### src/rtl/servo_pkg.sv
// -----------------------------------------------------------------------------
// servo_pkg
// Shared helpers for the multi-channel servo PWM generator:
//   - slew_dir_e : direction of a per-frame width step
//   - clog2      : ceiling log2 for constant widths
//   - bits_for   : clog2 clamped to at least one bit
//   - calc_div   : prescaler divide ratio
//   - calc_mid   : reset / idle pulse width
//   - params_ok  : elaboration-time legality check of a parameter set
// -----------------------------------------------------------------------------
package servo_pkg;

    typedef enum logic [1:0] {
        SLEW_HOLD = 2'd0,
        SLEW_UP   = 2'd1,
        SLEW_DOWN = 2'd2
    } slew_dir_e;

    function automatic int clog2(input int value);
        int r;
        r = 0;
        while ((r < 31) && ((1 << r) < value)) begin
            r++;
        end
        return r;
    endfunction

    function automatic int bits_for(input int value);
        int r;
        r = clog2(value);
        return (r < 1) ? 1 : r;
    endfunction

    function automatic int calc_div(input int clk_hz, input int tick_hz);
        return clk_hz / tick_hz;
    endfunction

    function automatic int calc_mid(input int min_us, input int max_us);
        return (min_us + max_us) / 2;
    endfunction

    function automatic bit params_ok(input int clk_hz, input int tick_hz,
                                     input int n_ch, input int pos_w,
                                     input int period_us, input int min_us,
                                     input int max_us, input int slew_us);
        bit ok;
        ok = 1'b1;
        if (tick_hz <= 0 || clk_hz <= 0) begin
            ok = 1'b0;
        end else begin
            if ((clk_hz % tick_hz) != 0) ok = 1'b0;
            if ((clk_hz / tick_hz) < 2)  ok = 1'b0;
        end
        if (n_ch < 1 || n_ch > 16)          ok = 1'b0;
        if (pos_w < 1 || pos_w > 16)        ok = 1'b0;
        if (min_us < 0)                     ok = 1'b0;
        if (!(min_us < max_us))             ok = 1'b0;
        if (!(max_us < period_us))          ok = 1'b0;
        // width_dbg reports each width in a 16-bit field
        if (max_us > 65535)                 ok = 1'b0;
        if (slew_us < 0)                    ok = 1'b0;
        return ok;
    endfunction

endpackage

### src/rtl/servo_pwm_chan.sv
// -----------------------------------------------------------------------------
// servo_pwm_chan
// One servo channel: position-to-width scaling, double-buffered width
// (shadow loaded on pos_valid_i, active loaded on the frame boundary),
// optional per-frame slew limit and the registered PWM compare.
//
// Ports
//   clk, rst_a        : clock, asynchronous active-low reset
//   enable_i          : 0 forces pwm_o low from the next clock
//   pos_i             : POS_W-bit position
//   pos_valid_i       : one-clock load strobe for pos_i
//   frame_update_i    : frame boundary strobe (tick at last count)
//   frame_cnt_i       : shared frame counter
//   pwm_o             : registered servo pulse
//   width_o           : active width in ticks
// -----------------------------------------------------------------------------
module servo_pwm_chan
    import servo_pkg::*;
#(
    parameter int POS_W   = 10,
    parameter int MIN_US  = 500,
    parameter int MAX_US  = 2500,
    parameter int SLEW_US = 0,
    parameter int CNT_W   = 15,
    parameter int WID_W   = 12
) (
    input  logic             clk,
    input  logic             rst_a,
    input  logic             enable_i,
    input  logic [POS_W-1:0] pos_i,
    input  logic             pos_valid_i,
    input  logic             frame_update_i,
    input  logic [CNT_W-1:0] frame_cnt_i,
    output logic             pwm_o,
    output logic [WID_W-1:0] width_o
);

    localparam int SPAN     = MAX_US - MIN_US;
    localparam int POS_MAX  = (1 << POS_W) - 1;
    localparam int PROD_W   = POS_W + WID_W;
    localparam int MID      = calc_mid(MIN_US, MAX_US);
    localparam int SLEW_CAP = (SLEW_US > SPAN) ? SPAN : SLEW_US;
    localparam int CMP_W    = (CNT_W > WID_W) ? CNT_W : WID_W;

    logic [WID_W-1:0]  shadow_q, shadow_d;
    logic [WID_W-1:0]  active_q, active_d;
    logic              pwm_q, pwm_d;

    logic [PROD_W-1:0] prod;
    logic [WID_W-1:0]  scaled;
    logic [WID_W-1:0]  gap;
    logic [WID_W-1:0]  step;
    logic [WID_W-1:0]  active_next;
    slew_dir_e         dir;

    // Full-width product first so the floor happens only once, at the divide.
    assign prod   = PROD_W'(pos_i) * PROD_W'(SPAN);
    assign scaled = WID_W'(prod / PROD_W'(POS_MAX)) + WID_W'(MIN_US);

    always_comb begin
        shadow_d = pos_valid_i ? scaled : shadow_q;

        if (shadow_q > active_q) begin
            dir = SLEW_UP;
            gap = shadow_q - active_q;
        end else if (shadow_q < active_q) begin
            dir = SLEW_DOWN;
            gap = active_q - shadow_q;
        end else begin
            dir = SLEW_HOLD;
            gap = '0;
        end

        // Clamping the step to the remaining gap lands exactly on the target.
        step = gap;
        if ((SLEW_US > 0) && (gap > WID_W'(SLEW_CAP))) begin
            step = WID_W'(SLEW_CAP);
        end

        unique case (dir)
            SLEW_UP:   active_next = active_q + step;
            SLEW_DOWN: active_next = active_q - step;
            default:   active_next = active_q;
        endcase

        active_d = frame_update_i ? active_next : active_q;

        pwm_d = enable_i && (CMP_W'(frame_cnt_i) < CMP_W'(active_q));
    end

    always_ff @(posedge clk or negedge rst_a) begin
        if (!rst_a) begin
            shadow_q <= WID_W'(MID);
            active_q <= WID_W'(MID);
            pwm_q    <= 1'b0;
        end else begin
            shadow_q <= shadow_d;
            active_q <= active_d;
            pwm_q    <= pwm_d;
        end
    end

    assign pwm_o   = pwm_q;
    assign width_o = active_q;

endmodule

### src/rtl/servo_pwm_multi.sv
// -----------------------------------------------------------------------------
// servo_pwm_multi
// Multi-channel servo PWM generator. A shared prescaler produces a tick every
// CLK_HZ/TICK_HZ clocks; a shared frame counter steps 0..PERIOD_US-1 on each
// tick. N_CH channels each compare the counter against their active width.
//
// Ports
//   clk          : system clock
//   rst_a        : asynchronous active-low reset
//   enable       : 1 drives outputs, 0 forces pwm_out low (counters run)
//   pos_in       : packed positions, channel i at [i*POS_W +: POS_W]
//   pos_valid    : per-channel one-clock load strobes
//   pwm_out      : registered servo pulses
//   frame_start  : one-clock pulse while the frame counter sits at 0 after a wrap
//   width_dbg    : active width per channel, 16 bits each, zero-extended
// -----------------------------------------------------------------------------
module servo_pwm_multi
    import servo_pkg::*;
#(
    parameter int CLK_HZ    = 50000000,
    parameter int TICK_HZ   = 1000000,
    parameter int N_CH      = 4,
    parameter int POS_W     = 10,
    parameter int PERIOD_US = 20000,
    parameter int MIN_US    = 500,
    parameter int MAX_US    = 2500,
    parameter int SLEW_US   = 0
) (
    input  logic                  clk,
    input  logic                  rst_a,
    input  logic                  enable,
    input  logic [N_CH*POS_W-1:0] pos_in,
    input  logic [N_CH-1:0]       pos_valid,
    output logic [N_CH-1:0]       pwm_out,
    output logic                  frame_start,
    output logic [N_CH*16-1:0]    width_dbg
);

    localparam int DIV   = calc_div(CLK_HZ, TICK_HZ);
    localparam int PRE_W = bits_for(DIV);
    localparam int CNT_W = bits_for(PERIOD_US);
    localparam int WID_W = bits_for(MAX_US + 1);

    if (!params_ok(CLK_HZ, TICK_HZ, N_CH, POS_W, PERIOD_US, MIN_US, MAX_US, SLEW_US))
    begin : g_bad_params
        $error("servo_pwm_multi: illegal parameter combination");
    end

    logic [PRE_W-1:0] presc_q, presc_d;
    logic [CNT_W-1:0] frame_cnt_q, frame_cnt_d;
    logic             frame_start_q;
    logic             tick;
    logic             boundary;

    assign tick     = (presc_q == PRE_W'(DIV - 1));
    assign boundary = tick && (frame_cnt_q == CNT_W'(PERIOD_US - 1));

    always_comb begin
        presc_d     = tick ? '0 : presc_q + PRE_W'(1);
        frame_cnt_d = frame_cnt_q;
        if (boundary) begin
            frame_cnt_d = '0;
        end else if (tick) begin
            frame_cnt_d = frame_cnt_q + CNT_W'(1);
        end
    end

    always_ff @(posedge clk or negedge rst_a) begin
        if (!rst_a) begin
            presc_q       <= '0;
            frame_cnt_q   <= '0;
            frame_start_q <= 1'b0;
        end else begin
            presc_q       <= presc_d;
            frame_cnt_q   <= frame_cnt_d;
            frame_start_q <= boundary;
        end
    end

    assign frame_start = frame_start_q;

    for (genvar i = 0; i < N_CH; i++) begin : g_chan
        logic [WID_W-1:0] width;

        servo_pwm_chan #(
            .POS_W   (POS_W),
            .MIN_US  (MIN_US),
            .MAX_US  (MAX_US),
            .SLEW_US (SLEW_US),
            .CNT_W   (CNT_W),
            .WID_W   (WID_W)
        ) u_chan (
            .clk            (clk),
            .rst_a          (rst_a),
            .enable_i       (enable),
            .pos_i          (pos_in[i*POS_W +: POS_W]),
            .pos_valid_i    (pos_valid[i]),
            .frame_update_i (boundary),
            .frame_cnt_i    (frame_cnt_q),
            .pwm_o          (pwm_out[i]),
            .width_o        (width)
        );

        assign width_dbg[i*16 +: 16] = 16'(width);
    end

endmodule

### config.mk
export PLATFORM = sky130hd
export DESIGN_NAME = servo_pwm_multi
export DESIGN_NICKNAME = d
export VERILOG_FILES = /design/src/rtl/servo_pkg.sv /design/src/rtl/servo_pwm_chan.sv /design/src/rtl/servo_pwm_multi.sv
export SDC_FILE = /design/constraint.sdc
export NUM_CORES = 1
export LEC_CHECK = 0
export BUFFER_PORTS_ARGS = -buffer_cell sky130_fd_sc_hd__buf_2
export CELL_PAD_IN_SITES_DETAIL_PLACEMENT = 1
export CELL_PAD_IN_SITES_GLOBAL_PLACEMENT = 1
export CORE_MARGIN = 2
export CORE_UTILIZATION = 50
export DETAILED_ROUTE_END_ITERATION = 12
export HOLD_SLACK_MARGIN = 0.05
export PLACE_DENSITY_LB_ADDON = 0.3
export SETUP_SLACK_MARGIN = 0.15
export SLEW_MARGIN = 20
export SYNTH_ARGS = -nofsm -noshare
export SYNTH_HDL_FRONTEND = slang
export SYNTH_HIERARCHICAL = 1
export SYNTH_SLANG_ARGS = --single-unit
export TNS_END_PERCENT = 1
### constraint.sdc
create_clock -name clk -period 7 [get_ports clk]
set_clock_uncertainty 0.1 [all_clocks]
set_input_delay 0.7 -clock clk [delete_from_list [all_inputs] [get_ports clk]]
set_output_delay 0.7 -clock clk [all_outputs]
set_load 0.03 [all_outputs]
==> impl_table.tex, run 1 <==
\begin{tabular}{lr}
\hline
Metric & Value \\
\hline
\multicolumn{2}{l}{\textbf{Synth}} \\
\quad Proportion of synthesized chip area in sequential cells & 9.16\% \\
\quad Most frequent cell after synthesis & sky130\_fd\_sc\_hd\_\_ha\_1 \\
\quad Most used flip-flop cell after synthesis & sky130\_fd\_sc\_hd\_\_dfrtp\_1 \\
\quad Cell accounting for the most synthesized area & sky130\_fd\_sc\_hd\_\_ha\_1 \\
\quad Proportion of register bits with asynchronous set or reset after synthesis & 100\% \\
\quad Area fraction of the dominant cell type after synthesis & 13.9\% \\
\quad \#FFs+latches synth & between 100 and 150 \\
\quad Number of distinct standard cells referenced by the synthesized netlist & 167 \\
\quad Mean post-synth cell area & between 8 and 9 um\^{}2 \\
\quad List of most frequent post-synthesis cells & sky130\_fd\_sc\_hd\_\_ha\_1 (379), sky130\_fd\_sc\_hd\_\_inv\_1 (373), sky130\_fd\_sc\_hd\_\_nand2\_1 (321), sky130\_fd\_sc\_hd\_\_a21oi\_1 (290), sky130\_fd\_sc\_hd\_\_nor2\_1 (264) \\
\quad Cell types with the largest area share after synthesis & sky130\_fd\_sc\_hd\_\_ha\_1 (14\%), sky130\_fd\_sc\_hd\_\_fa\_1 (7.5\%), sky130\_fd\_sc\_hd\_\_dfrtp\_1 (4.8\%), sky130\_fd\_sc\_hd\_\_dfstp\_2 (4.3\%), sky130\_fd\_sc\_hd\_\_a21oi\_1 (4.3\%) \\
\quad Yosys synthesis warning count & 6 \\
\quad Gate count of the mapped netlist & about 4200 \\
\quad Syn Std Cell Area & $\sim$34000 um\^{}2 \\
\quad Count of flip-flops with a built-in enable after synthesis & 0 \\
\multicolumn{2}{l}{\textbf{Place}} \\
\quad Routability-driven placement congestion ratio & 0.947 \\
\quad Half-perimeter wire length of the detailed placement result & 130000 um \\
\quad Count of buffers inserted at the top-level ports & 99 \\
\multicolumn{2}{l}{\textbf{Die}} \\
\quad Die width & around 270 um \\
\quad Y dimension of the die & 265 um \\
\quad Initial cell density of the core & 50.6\% \\
\quad Standard-cell row count & 95 \\
\quad Boundary Pins & 116 \\
\multicolumn{2}{l}{\textbf{CTS}} \\
\quad \# clock sinks & between 100 and 150 \\
\quad CTS root buffer & sky130\_fd\_sc\_hd\_\_clkbuf\_16 \\
\quad Total of hold buffers inserted after clock tree synthesis & 0 \\
\quad Worst-case clock buffer depth & 2 \\
\quad Post-CTS Repair Setup Buffers & 108 \\
\quad Number of resized instances in the post-cts repair step & 405 \\
\quad H-tree lvl count & 4 \\
\quad TritonCTS buffer count & 17 \\
\multicolumn{2}{l}{\textbf{Status}} \\
\quad Run status & did not finish \\
\quad Failing step & clock tree synthesis \\
\quad Tool error & [ERROR DPL-0033] detailed placement checks failed during check placement. \\
\hline
\end{tabular}
cell families after synthesis:
kind of cell	count (synthesis)	synth area share, %
simple gates	1418	23.8
compound gates	1374	30.0
buf+inv	515	6.81
fa+ha+maj	509	21.5
xor+xnor	235	6.40
flops	122	9.16
mux	73	2.32
other cells	1	0.0110
metrics by stage:
step	setup WS (ps)	instances	cell area, um^2	TNS, ps
floorplan	-4760	4262	34400	-205670
global placement	-5150	6289	44100	-219750
detailed placement	-6100	6289	44100	-260720
==> run 2: changes to the inputs <==
--- a/config.mk
+++ b/config.mk
@@ -6,14 +6,10 @@
 export NUM_CORES = 1
 export LEC_CHECK = 0
 export BUFFER_PORTS_ARGS = -buffer_cell sky130_fd_sc_hd__buf_2
-export CELL_PAD_IN_SITES_DETAIL_PLACEMENT = 1
-export CELL_PAD_IN_SITES_GLOBAL_PLACEMENT = 1
 export CORE_MARGIN = 2
-export CORE_UTILIZATION = 50
+export CORE_UTILIZATION = 40
 export DETAILED_ROUTE_END_ITERATION = 12
-export HOLD_SLACK_MARGIN = 0.05
-export PLACE_DENSITY_LB_ADDON = 0.3
-export SETUP_SLACK_MARGIN = 0.15
+export PLACE_DENSITY_LB_ADDON = 0.15
 export SLEW_MARGIN = 20
 export SYNTH_ARGS = -nofsm -noshare
 export SYNTH_HDL_FRONTEND = slang
==> impl_table.tex, run 2 <==
\begin{tabular}{lr}
\hline
Metric & Value \\
\hline
\multicolumn{2}{l}{\textbf{Hold path}} \\
\quad Hold Crit Class & in2async \\
\multicolumn{2}{l}{\textbf{Die}} \\
\quad Standard-cell row count & 107 (+13\%) \\
\quad Boundary Pins & 116 (unchanged) \\
\quad Y dimension of the die & 296 um (+12\%) \\
\quad Initial cell density of the core & 40.2\% (-10 points) \\
\quad Die area & 87600 um\^{}2 \\
\quad Placeable Area & 84900 um\^{}2 \\
\quad Die width & 296 um (+12\%) \\
\multicolumn{2}{l}{\textbf{Job}} \\
\quad Max Cap Viol & 0 \\
\multicolumn{2}{l}{\textbf{Routing}} \\
\quad Detailed Route Iter0 Violations & 1650 \\
\quad Final routed wirelength across all metal layers & 105000 um \\
\quad Number of optimization iterations in the first detailed-route pass & 6 \\
\quad Vias after detailed routing & 35900 \\
\quad Post-DRT Antenna Nets & 0 \\
\quad Routed length per placed instance & $\sim$16 um \\
\quad Vias per cell & 5.37 \\
\quad Drt drc & 0 \\
\multicolumn{2}{l}{\textbf{Cells and area}} \\
\quad Relative area change from synthesis to final layout & 37.3\% \\
\quad Share of post-route cells with drive strength above 1 & 36.1\% \\
\quad Commonest cells after routing, fill and taps aside & sky130\_fd\_sc\_hd\_\_buf\_4 (1265), sky130\_fd\_sc\_hd\_\_ha\_1 (365), sky130\_fd\_sc\_hd\_\_inv\_1 (364) \\
\quad Final-layout fill cell count & 8115 \\
\quad Most frequent standard cell in the layout excluding fill and tap cells & sky130\_fd\_sc\_hd\_\_buf\_4 \\
\quad Post-layout nets & 6082 \\
\multicolumn{2}{l}{\textbf{Critical path}} \\
\quad Worst endpoint data arrival time & approximately 12000 ps \\
\quad Category of the worst setup path launch point & input port \\
\quad Cell with the biggest individual delay on the critical path & sky130\_fd\_sc\_hd\_\_fa\_1 \\
\quad Launch point of the critical path & pos\_in[34] \\
\quad Reg2Reg Launch Point & g\_chan[3].u\_chan/shadow\_q[0] \\
\quad Crit path required time & 7220 ps \\
\quad Crit path capture type & flip-flop \\
\quad Worst Path Max Fanout & 5 \\
\quad Worst setup path category & in2reg \\
\quad Largest incremental delay on the critical path & 510 ps \\
\quad Crit path top cell by count & sky130\_fd\_sc\_hd\_\_buf\_4 \\
\multicolumn{2}{l}{\textbf{Timing}} \\
\quad Post-layout minimum cycle time & 11450 ps \\
\quad Setup ws final & -4450 ps \\
\quad \# setup viols final & 48 \\
\quad Transition at the pin with the smallest max-transition slack & 884 ps \\
\quad Ratio of final minimum period to clock period & 164\% \\
\quad Highest clock frequency the design can meet & 87.3 MHz \\
\quad Final Hold Vio Count & 0 \\
\quad Final sum of negative setup slack & -190910 ps \\
\quad Max-slew headroom & 40.6\% \\
\quad RSZ-0062 raised after global routing & yes \\
\quad Number of max-slew violations in the final report & 0 \\
\multicolumn{2}{l}{\textbf{CTS}} \\
\quad Worst-case clock buffer depth & 2 (unchanged) \\
\quad Clock tree from TritonCTS & built \\
\quad \# clock sinks & 122 (unchanged) \\
\quad Skew-Pair Late Insertion Delay & 440 ps \\
\quad Total of hold buffers inserted after clock tree synthesis & 0 (unchanged) \\
\quad Register clock-pin slew on the reported worst setup and hold paths & 60 ps \\
\quad H-tree lvl count & 4 (unchanged) \\
\quad CTS root buffer & sky130\_fd\_sc\_hd\_\_clkbuf\_16 \\
\quad TritonCTS buffer count & 17 (unchanged) \\
\multicolumn{2}{l}{\textbf{Global routing}} \\
\quad Pin count of the biggest net entering global routing & around 70 \\
\quad Residual overflow from global routing & 0 \\
\quad Number of antenna violations at the first check in global routing & 3 \\
\quad Vias in the first global route & 35500 \\
\quad Overall fraction of global-route tracks in use & 23.7\% \\
\quad First-pass GRT wire length & $\sim$170000 um \\
\multicolumn{2}{l}{\textbf{Synth}} \\
\quad Most frequent cell after synthesis & sky130\_fd\_sc\_hd\_\_ha\_1 \\
\quad Most used flip-flop cell after synthesis & sky130\_fd\_sc\_hd\_\_dfrtp\_1 \\
\quad Proportion of synthesized chip area in sequential cells & 9.16\% (unchanged) \\
\quad List of most frequent post-synthesis cells & sky130\_fd\_sc\_hd\_\_ha\_1 (379), sky130\_fd\_sc\_hd\_\_inv\_1 (373), sky130\_fd\_sc\_hd\_\_nand2\_1 (321), sky130\_fd\_sc\_hd\_\_a21oi\_1 (290), sky130\_fd\_sc\_hd\_\_nor2\_1 (264) \\
\quad Number of distinct standard cells referenced by the synthesized netlist & 167 (unchanged) \\
\quad Area fraction of the dominant cell type after synthesis & 13.9\% (unchanged) \\
\quad Cell types with the largest area share after synthesis & sky130\_fd\_sc\_hd\_\_ha\_1 (14\%), sky130\_fd\_sc\_hd\_\_fa\_1 (7.5\%), sky130\_fd\_sc\_hd\_\_dfrtp\_1 (4.8\%), sky130\_fd\_sc\_hd\_\_dfstp\_2 (4.3\%), sky130\_fd\_sc\_hd\_\_a21oi\_1 (4.3\%) \\
\quad \#FFs+latches synth & 122 (unchanged) \\
\quad Count of flip-flops with a built-in enable after synthesis & 0 (unchanged) \\
\quad Yosys synthesis warning count & 6 (unchanged) \\
\quad Syn Std Cell Area & 34100 um\^{}2 (unchanged) \\
\quad Gate count of the mapped netlist & 4247 (unchanged) \\
\quad Cell accounting for the most synthesized area & sky130\_fd\_sc\_hd\_\_ha\_1 \\
\quad Proportion of register bits with asynchronous set or reset after synthesis & 100\% (unchanged) \\
\quad Mean post-synth cell area & 8.03 um\^{}2 (unchanged) \\
\multicolumn{2}{l}{\textbf{Place}} \\
\quad Routability-driven placement congestion ratio & 0.915 (-3.4\%) \\
\quad Half-perimeter wire length of the detailed placement result & 88000 um (-32\%) \\
\quad Count of buffers inserted at the top-level ports & 99 (unchanged) \\
\multicolumn{2}{l}{\textbf{Status}} \\
\quad Failing checks & setup timing \\
\quad Run status & complete, but fails checks \\
\hline
\end{tabular}
[run 2: cell counts after synthesis]
No cell type changed its count.
[run 2: what timing repair did]
action                     4_1_cts  5_1_grt
buffers inserted                63        0
pin swaps                      129       15
setup endpoints to repair       48       52
resized for setup              184       41
hold endpoints to repair         0        0
[run 2: cell families after synthesis]
kind of cell    after synthesis  share of synthesized area [%]
simple gates               1418                           23.8
compound gates             1374                           30.0
buf+inv                     515                           6.81
fa+ha+maj                   509                           21.5
xor+xnor                    235                           6.40
flops                       122                           9.16
mux                          73                           2.32
other cells                   1                         0.0110
[run 2: final timing paths]
path	endpoint	depth (start not counted)	slack, ps
min reg2reg	g_chan[2].u_chan/shadow_q[10]	2	400
max reg2reg	g_chan[3].u_chan/width_o[11]	35	500
min	g_chan[0].u_chan/shadow_q[1]	1	150
max in group asynchronous	g_chan[1].u_chan/width_o[1]	2	5360
max	g_chan[3].u_chan/shadow_q[0]	56	-4450
min in group clk	g_chan[2].u_chan/shadow_q[10]	2	400
[run 2: through the flow]
stage	util (%)	hold WS [ps]	area, um^2	worst slack (ps)	instances
6_report	55.2	153	46800	-4450	6686
5_1_grt	55.2	200	46800	-5040	6686
4_1_cts	55.0	166	46700	-4310	6685
3_5_place_dp	52.6	398	44700	-5350	6592
3_3_place_gp	52.6	389	44700	-5130	6592
2_1_floorplan	-	304	34400	-4760	4262
[run 2: layer usage]
layer	vias to the layer above	share of wire [%]	global-route usage, %
li1	18300	-	-
met1	17000	47	31.8
met2	557	47	40.7
met3	116	3.5	2.62
met4	4	2.2	5.81
met5	-	0.026	0
[run 2: critical path, delay by kind of cell]
family	cells	cell delay [ps]
multiplexers	1	340
adder cells (fa/ha/maj)	8	2820
AO/OA/AOI/OAI	18	3150
XOR/XNOR	2	330
AND/OR/NAND/NOR	13	2740
buffers and inverters	14	1560
[run 2: area by class of cell]
type	instances	area [um^2]	area share (%)
Antenna cell	1	2.50	0.00534
Multi-Input combinational cell	3625	29900	63.9
Timing Repair Buffer	1388	10300	22.1
Sequential cell	122	3130	6.67
Clock inverter	11	145	0.310
Clock buffer	21	470	1.00
Inverter	374	1420	3.03
Tap cell	1144	1430	3.06
Power of run 2 is not shown: default switching activity piles up to over one toggle a cycle in this logic, so the estimate is an artifact.
==> run 3: changes to the inputs <==
--- a/config.mk
+++ b/config.mk
@@ -6,6 +6,8 @@
 export NUM_CORES = 1
 export LEC_CHECK = 0
 export BUFFER_PORTS_ARGS = -buffer_cell sky130_fd_sc_hd__buf_2
+export CELL_PAD_IN_SITES_DETAIL_PLACEMENT = 1
+export CELL_PAD_IN_SITES_GLOBAL_PLACEMENT = 1
 export CORE_MARGIN = 2
 export CORE_UTILIZATION = 40
 export DETAILED_ROUTE_END_ITERATION = 12
==> impl_table.tex, run 3 (synthesis results as in run 2) <==
\begin{tabular}{lr}
\hline
Metric & Value \\
\hline
\multicolumn{2}{l}{\textbf{Job}} \\
\quad Max Cap Viol & 0 (unchanged) \\
\multicolumn{2}{l}{\textbf{Global routing}} \\
\quad Number of antenna violations at the first check in global routing & 3 (unchanged) \\
\quad Global routing's busiest layer & met2 \\
\quad Vias in the first global route & 39400 (+11\%) \\
\quad Pin count of the biggest net entering global routing & 66 (-2.9\%) \\
\quad Residual overflow from global routing & 0 (unchanged) \\
\quad Global-route track usage on met2 & 49.7\% (+9.0 points) \\
\quad First-pass GRT wire length & 201000 um (+15\%) \\
\quad Met3 routing resource usage after global routing & 3.19\% (+0.57 points) \\
\quad Global routing usage on met1 & 35.2\% (+3.4 points) \\
\quad Overall fraction of global-route tracks in use & 27.5\% (+3.8 points) \\
\multicolumn{2}{l}{\textbf{Cells and area}} \\
\quad Relative area change from synthesis to final layout & 37.1\% \\
\quad Post-layout nets & 6065 (-0.28\%) \\
\quad Most frequent standard cell in the layout excluding fill and tap cells & sky130\_fd\_sc\_hd\_\_buf\_4 \\
\quad Share of post-route cells with drive strength above 1 & 36.5\% (+0.33 points) \\
\quad Post-route core utilization & 55.1\% (-0.10 points) \\
\quad Commonest cells after routing, fill and taps aside & sky130\_fd\_sc\_hd\_\_buf\_4 (1260), sky130\_fd\_sc\_hd\_\_ha\_1 (367), sky130\_fd\_sc\_hd\_\_inv\_1 (361) \\
\quad Final instance area & 46700 um\^{}2 (-0.19\%) \\
\quad Number of antenna cells inserted & 0 (-1) \\
\multicolumn{2}{l}{\textbf{Critical path}} \\
\quad Worst setup path category & in2reg \\
\quad Largest incremental delay on the critical path & 570 ps (+60 ps) \\
\quad Reg2Reg Launch Point & g\_chan[1].u\_chan/shadow\_q[0] \\
\quad Category of the worst setup path launch point & input port \\
\quad Crit path required time & 7210 ps (about the same) \\
\quad Launch point of the critical path & pos\_in[2] \\
\quad Crit path top cell by count & sky130\_fd\_sc\_hd\_\_buf\_4 \\
\quad Cell with the biggest individual delay on the critical path & sky130\_fd\_sc\_hd\_\_or4\_4 \\
\quad Worst Path Max Fanout & 9 (+4) \\
\quad Crit path capture type & flip-flop \\
\quad Worst endpoint data arrival time & 11910 ps (+240 ps) \\
\multicolumn{2}{l}{\textbf{Timing}} \\
\quad Number of max-slew violations in the final report & 0 (unchanged) \\
\quad Setup ws final & -4700 ps (-254 ps) \\
\quad Highest clock frequency the design can meet & 85.5 MHz (-2.2\%) \\
\quad RSZ-0062 raised after global routing & yes \\
\quad Ratio of final minimum period to clock period & 167\% (+3.6 points) \\
\quad Final sum of negative setup slack & -203550 ps (-12640 ps) \\
\quad Post-layout minimum cycle time & 11700 ps (+254 ps) \\
\quad Max-slew headroom & 46.4\% (+5.8 points) \\
\quad Post-Route Hold Slack & 180 ps (+26.9 ps) \\
\quad Final Hold Vio Count & 0 (unchanged) \\
\quad Transition at the pin with the smallest max-transition slack & 803 ps (-81.1 ps) \\
\quad \# setup viols final & 48 (unchanged) \\
\multicolumn{2}{l}{\textbf{CTS}} \\
\quad Skew-Pair Late Insertion Delay & 450 ps (about the same) \\
\quad H-tree lvl count & 4 (unchanged) \\
\quad Register clock-pin slew on the reported worst setup and hold paths & 60 ps (about the same) \\
\quad Worst-case clock buffer depth & 2 (unchanged) \\
\quad Clock tree from TritonCTS & built \\
\quad \# clock sinks & 122 (unchanged) \\
\quad Total of hold buffers inserted after clock tree synthesis & 0 (unchanged) \\
\quad CTS root buffer & sky130\_fd\_sc\_hd\_\_clkbuf\_16 \\
\quad TritonCTS buffer count & 17 (unchanged) \\
\multicolumn{2}{l}{\textbf{Status}} \\
\quad Run status & complete, but fails checks \\
\quad Failing checks & setup timing \\
\multicolumn{2}{l}{\textbf{Die}} \\
\quad Die width & 296 um (unchanged) \\
\quad Die area & 87600 um\^{}2 (unchanged) \\
\quad Placeable Area & 84900 um\^{}2 (unchanged) \\
\quad Y dimension of the die & 296 um (unchanged) \\
\quad Initial cell density of the core & 40.2\% (unchanged) \\
\quad Standard-cell row count & 107 (unchanged) \\
\quad Boundary Pins & 116 (unchanged) \\
\multicolumn{2}{l}{\textbf{Routing}} \\
\quad Vias per cell & 5.61 (+4.4\%) \\
\quad Routed length per placed instance & 18.6 um (+19\%) \\
\quad Drt drc & 0 (unchanged) \\
\quad Detailed Route Iter0 Violations & 1448 (-12\%) \\
\quad Post-DRT Antenna Nets & 0 (unchanged) \\
\quad Number of optimization iterations in the first detailed-route pass & 6 (unchanged) \\
\quad Vias after detailed routing & 37400 (+4.2\%) \\
\quad Final routed wirelength across all metal layers & 124000 um (+18\%) \\
\multicolumn{2}{l}{\textbf{Hold path}} \\
\quad Hold Crit Class & in2async \\
\multicolumn{2}{l}{\textbf{Place}} \\
\quad Cell area after placement & 44600 um\^{}2 (about the same) \\
\quad Half-perimeter wire length of the detailed placement result & 102000 um (+16\%) \\
\quad Count of buffers inserted at the top-level ports & 99 (unchanged) \\
\quad Routability-driven placement congestion ratio & 0.909 (-0.65\%) \\
\hline
\end{tabular}
[run 3: cell count changes in the layout (fill, tap and decap cells not counted), sizes merged]
cell and delta:
diode -1, clkinv +1, buf -17, clkbuf +1
bufinv -2
[run 3: cell type report]
| class | instances | area (um^2) |
|---|---|---|
| fillers | 10500 | 38100 |
| multi-input cells | 3625 | 30100 |
| repair buffers | 1371 | 10200 |
| flip-flops and latches | 122 | 3120 |
| well taps | 1144 | 1430 |
| inverters | 374 | 1410 |
| clock buffers | 22 | 474 |
| clock inverters | 10 | 93.8 |
[run 3: final timing paths]
kind	endpoint	depth (start not counted)	slack [ps]
max	g_chan[0].u_chan/shadow_q[0]	54	-4700
min	g_chan[0].u_chan/shadow_q[0]	1	180
max reg2reg	g_chan[1].u_chan/width_o[11]	31	230
min reg2reg	g_chan[1].u_chan/shadow_q[7]	2	400
max in group asynchronous	g_chan[0].u_chan/pwm_o	2	5290
min in group clk	g_chan[1].u_chan/shadow_q[7]	2	400
[run 3: routing by layer]
metal / up-vias / routed length, um
li1: 18200 / -
met5: - / 13
met3: 140 / 3780
met2: 539 / 62400
met4: 2 / 2220
met1: 18500 / 55800
[run 3: what timing repair did]
action | in CTS | in global routing
setup endpoints to repair | 48 | 52
buffers inserted | 15 | 37
resized for setup | 85 | 150
pin swaps | 45 | 100
[run 3: critical path, delay by kind of cell]
family          cells  cell delay (ps)
simple gates       13             2440
buf+inv            13             1510
fa+ha+maj           8             2910
compound gates     17             3730
xor+xnor            3              570
[run 3: metrics by stage]
stage	setup slack, ps	cells
after floorplan	-4760	4262
after global placement	-5130	6584
after detailed placement	-5460	6584
after CTS	-4640	6631
after global routing	-5180	6668
final	-4700	6668
Power of run 3 is left out for the same reason.
